--- src/rtl/debounce_scan_ctrl_pkg.sv ---
// Shared definitions for the time-multiplexed switch debouncer.
package debounce_scan_ctrl_pkg;

    localparam int STATE_W = 3;

    // Bit 2 is the debounced level. The low two bits count confirmed ticks.
    typedef enum logic [STATE_W-1:0] {
        ZERO = 3'b000,
        W1_1 = 3'b001,
        W1_2 = 3'b010,
        W1_3 = 3'b011,
        ONE  = 3'b100,
        W0_1 = 3'b101,
        W0_2 = 3'b110,
        W0_3 = 3'b111
    } deb_state_t;

    function automatic logic db_level(input deb_state_t s);
        return s[2];
    endfunction

endpackage

--- src/rtl/debounce_scan_ctrl_prescaler.sv ---
// Shared prescaler: free-running modulo-DIV counter with a registered tick.
module deb_prescaler #(
    parameter int DIV = 8,
    parameter int PW  = 3
) (
    input  logic clk,
    input  logic rst,
    output logic tick
);

    logic [PW-1:0] cnt;
    logic          at_top;

    assign at_top = (cnt == PW'(DIV - 1));

    // Count 0..DIV-1 and register tick from the terminal count, so ticks are exactly DIV apart.
    always_ff @(posedge clk or posedge rst) begin
        if (rst) begin
            cnt  <= '0;
            tick <= 1'b0;
        end else begin
            cnt  <= at_top ? '0 : cnt + 1'b1;
            tick <= at_top;
        end
    end

endmodule

--- src/rtl/debounce_scan_ctrl.sv ---
// Round-robin debouncer: one shared evaluator services one channel per clock.
//
// state | meaning
// ZERO  | stable low
// W1_1  | high seen, waiting for 1st confirming tick
// W1_2  | high seen, waiting for 2nd confirming tick
// W1_3  | high seen, waiting for 3rd confirming tick
// ONE   | stable high
// W0_1  | low seen, waiting for 1st confirming tick
// W0_2  | low seen, waiting for 2nd confirming tick
// W0_3  | low seen, waiting for 3rd confirming tick
module debounce_scan_ctrl
    import debounce_scan_ctrl_pkg::*;
#(
    parameter int NCH = 4,
    parameter int DIV = 8,
    parameter int PW  = 3,
    parameter int IW  = 2
) (
    input  logic           clk,
    input  logic           rst,
    input  logic [NCH-1:0] sw,
    output logic [NCH-1:0] db,
    output logic [NCH-1:0] rise,
    output logic [NCH-1:0] fall,
    output logic           tick
);

    logic [NCH-1:0] sw_meta;
    logic [NCH-1:0] sws;
    logic [NCH-1:0] pend;
    logic [IW-1:0]  ptr;
    deb_state_t     state [NCH];
    deb_state_t     cur;
    deb_state_t     nxt;
    logic           check;
    logic           cur_sw;

    deb_prescaler #(
        .DIV (DIV),
        .PW  (PW)
    ) u_prescaler (
        .clk  (clk),
        .rst  (rst),
        .tick (tick)
    );

    // Two-flop synchronizer and the round-robin service pointer.
    always_ff @(posedge clk or posedge rst) begin
        if (rst) begin
            sw_meta <= '0;
            sws     <= '0;
            ptr     <= '0;
        end else begin
            sw_meta <= sw;
            sws     <= sw_meta;
            ptr     <= (ptr == IW'(NCH - 1)) ? '0 : ptr + 1'b1;
        end
    end

    // Pending-tick flags: a fresh tick outranks consumption so it is never dropped.
    always_ff @(posedge clk or posedge rst) begin
        if (rst) begin
            pend <= '0;
        end else begin
            for (int i = 0; i < NCH; i++) begin
                if (tick)
                    pend[i] <= 1'b1;
                else if (ptr == IW'(i))
                    pend[i] <= 1'b0;
            end
        end
    end

    // Shared next-state evaluator for the channel under service.
    always_comb begin
        cur    = state[ptr];
        check  = pend[ptr];
        cur_sw = sws[ptr];
        nxt    = cur;
        unique case (cur)
            ZERO: if (cur_sw) nxt = W1_1;
            W1_1: if (!cur_sw) nxt = ZERO; else if (check) nxt = W1_2;
            W1_2: if (!cur_sw) nxt = ZERO; else if (check) nxt = W1_3;
            W1_3: if (!cur_sw) nxt = ZERO; else if (check) nxt = ONE;
            ONE:  if (!cur_sw) nxt = W0_1;
            W0_1: if (cur_sw) nxt = ONE; else if (check) nxt = W0_2;
            W0_2: if (cur_sw) nxt = ONE; else if (check) nxt = W0_3;
            W0_3: if (cur_sw) nxt = ONE; else if (check) nxt = ZERO;
            default: nxt = ZERO;
        endcase
    end

    // State file write-back plus registered level and edge pulses for the serviced channel.
    always_ff @(posedge clk or posedge rst) begin
        if (rst) begin
            for (int i = 0; i < NCH; i++)
                state[i] <= ZERO;
            db   <= '0;
            rise <= '0;
            fall <= '0;
        end else begin
            state[ptr] <= nxt;
            db[ptr]    <= db_level(nxt);
            rise       <= '0;
            fall       <= '0;
            rise[ptr]  <= (cur == W1_3) && (nxt == ONE);
            fall[ptr]  <= (cur == W0_3) && (nxt == ZERO);
        end
    end

endmodule

--- config.mk ---
export PLATFORM = sky130hd
export DESIGN_NAME = debounce_scan_ctrl
export DESIGN_NICKNAME = d
export VERILOG_FILES = /design/src/rtl/debounce_scan_ctrl_pkg.sv /design/src/rtl/debounce_scan_ctrl_prescaler.sv /design/src/rtl/debounce_scan_ctrl.sv
export SDC_FILE = /design/constraint.sdc
export NUM_CORES = 1
export LEC_CHECK = 0
export ABC_CLOCK_PERIOD_IN_PS = 2400
export CORE_MARGIN = 5
export CORE_UTILIZATION = 53
export DETAILED_ROUTE_END_ITERATION = 16
export PLACE_DENSITY = 0.77
export SLEW_MARGIN = 0
export SYNTH_ARGS = -nofsm -noshare
export SYNTH_HDL_FRONTEND = slang
export SYNTH_SLANG_ARGS = --single-unit
--- constraint.sdc ---
create_clock -name clk -period 2.4 [get_ports clk]
set_input_delay 0.24 -clock clk [delete_from_list [all_inputs] [get_ports clk]]
set_output_delay 0.24 -clock clk [all_outputs]
set_load 0.03 [all_outputs]
==> run_results.csv <==
group,metric,value,unit
floorplan,fp.dieH,63.9,microns
sta,setup_tns,0,ns
pwr,power.density,688,nW/um^2
run_status,status,"finished clean",
job,drv_cap,0,
layout,final_util,0.648,
synthesis,syn-num-nets,118,
placed_design,dp.final_hpwl,1.81,mm
sta,fmax,480,MHz
synthesis,synth_edf_count,0,
sta,maxSlewViolCount,0,
grt,grt_antenna_before_repair,0,
sta,fin_skew,0.00731,ns
clocking,clk_latency,0.34,ns
synthesis,synth_ff_type,"dfrtp_1",
grt,grt.met1_usage,0.180,
grt,grt.overflow.total,0,
sta,timing.final.crit_share,0.867,
clocking,cts_tree,"built",
synthesis,async_reset_ff_frac,1.00,
floorplan,dieArea,4080,sq um
synthesis,synth_commonest_cells,"dfrtp_1, and2_1, inv_1",
pwr,ir_drop,560,uV
sta,final_hold_viol_count,0,
detailed_routing,ant_nets,0,
detailed_routing,drt_iter0_drc,25,
sta,setup_violations,0,
detailed_routing,drt_first_pass_iters,4,
layout,drive_gt1_frac,0.134,
floorplan,start_util,0.553,
min_path,hold_class,"in -> async",
grt,met2_usage,0.236,
placed_design,port_buffers,18,
clocking,path_clk_slew,0.11,ns
synthesis,yosys.area.top_type,"dfrtp_1",
placed_design,place.gp.congestion,0.935,
critical_path,worstPathMaxFanout,9,
detailed_routing,wirelength,2.41,mm
sta,min_period,2.08,ns
sta,tightest_slew,0.438,ns
detailed_routing,drc,0,
clocking,cts-hold-fix-buffers,0,
clocking,cts_resized,0,
sta,fin_hold_ws,0.294,ns
floorplan,rows,19,
clocking,htree_levels,2,
pwr,p_total,1.24,mW
synthesis,synth.most_common_cell,"dfrtp_1",
critical_path,critPathLaunchType,"flop",
synthesis,synth_top_area_frac,0.618,
synthesis,yosysUniqueCellTypes,23,
synthesis,ys_warn_count,0,
clocking,cts_sinks,38,
layout,antenna_cells,0,
detailed_routing,num_vias,834,
grt,grt_pass1_vias,937,
floorplan,io-pin-count,19,
grt,grt_start_max_net_pins,39,
synthesis,syn_area,1540,sq um
critical_path,worst_ep_arrival_time,2.32,ns
clocking,cts_buffers,5,
synthesis,ys_seq_area_frac,0.618,
detailed_routing,via_per_inst,5.28,
grt,grt_pass1_wl,4.54,mm
sta,slew_headroom,0.708,
critical_path,critPathKind,"reg -> reg",
grt,grtUsageMet3,0.0473,
clocking,cts.path.max_buffers,2,
synthesis,synthTopCellsByArea,"dfrtp_1, mux4_1, ha_1, mux2_4, and2_1",
clocking,cts-root-buf,"clkbuf_4",
pwr,p_leak,0.844,nW
floorplan,core_area,2780,sq um
critical_path,cp_data_required_time,2.64,ns
detailed_routing,wl_per_cell,15.2,microns
clocking,cts_setup_buffers,0,
layout,area_growth,17.2,%
sta,rsz0062_at_grt,"no",
critical_path,end_kind,"flop",
placed_design,placement.cell_area,1720,sq um
floorplan,die_x,63.9,microns
synthesis,syn_area_per_cell,14.5,sq um
layout,nets,138,
synthesis,yosys_register_bits,38,
grt,top_usage_layer,"met2",
synthesis,synthCells,106,
layout,final_area,1800,sq um
grt,grtUsageTotal,0.148,
critical_path,reg2reg_setup_slack,0.32,ns
cell families after synthesis:
family,count (synthesis),synth area share
simple gates,25,0.0894
fa+ha+maj,6,0.0488
mux,10,0.126
xor+xnor,2,0.0163
flops,38,0.618
compound gates,12,0.0553
buf+inv,13,0.0463
registers in the layout, indices dropped and copies added, names as in the netlist:
| signal | flops |
|---|---|
| state | 8 |
| ptr | 2 |
| pend | 4 |
| db | 4 |
| u_prescaler.cnt | 3 |
| sw_meta | 4 |
| u_prescaler.tick | 1 |
| sws | 4 |
| rise | 4 |
| fall | 4 |
power by group:
part	switching, mW	total (mW)	leakage (nW)	internal (mW)
Clock	0.211	0.429	0.0374	0.218
Combinational	0.0572	0.118	0.334	0.0611
Sequential	0.0207	0.693	0.473	0.672
Total	0.289	1.24	0.844	0.951
layout by cell type (no fill, tap or decap):
master and count:
bufinv_16 1, nand3_1 1, a21o_1 4, nand2_1 5, clkinvlp_4 2, o2bb2ai_1 4, buf_4 1, clkbuf_4 5
dfrtp_1 38, a21oi_1 4, mux4_2 2, inv_1 7, nor2_1 6, mux4_1 3, xor2_2 1, or3b_1 1
xor2_1 1, ha_1 6, mux2i_1 1, nor2b_1 1, nor3b_1 2, and2_1 8, mux2_4 4, clkdlybuf4s50_1 18
and3_4 1
metrics by stage:
| stage | setup slack [ns] | cells |
|---|---|---|
| finish | 0.318 | 158 |
| global route | 0.179 | 158 |
| CTS | 0.311 | 158 |
| detailed placement | 0.340 | 150 |
| global placement | 0.401 | 150 |
| floorplan | 0.473 | 106 |
per-layer routing:
| metal | share of wire | up-vias |
|---|---|---|
| met2 | 0.51 | 18 |
| met4 | 0.020 | 0 |
| met5 | 0 | - |
| met3 | 0.052 | 5 |
| li1 | - | 393 |
| met1 | 0.41 | 418 |
worst paths after layout:
check                      startpoint    endpoint  cells after the start
max                            ptr[0]    state[0]                      4
min                               rst     pend[2]                      3
max reg2reg                    ptr[0]    state[0]                      4
min reg2reg                sw_meta[0]      sws[0]                      0
max in group asynchronous         rst     pend[0]                      3
min in group clk                sw[3]  sw_meta[3]                      1
worst max-delay path, stage by stage (launching register included):
cell	delay, ns
dfrtp_1	0.59
mux4_1	0.71
xor2_2	0.21
and3_4	0.21
mux2_4	0.25
final cells by class:
class / instances / area (sq um)
clock buffers: 5 / 37.5
clock inverters: 3 / 45.0
fillers: 211 / 978
inverters: 7 / 26.3
multi-input cells: 55 / 517
flip-flops and latches: 38 / 951
well taps: 31 / 38.8
repair buffers: 19 / 188
No activity file was read; power rests on OpenSTA's default activity.
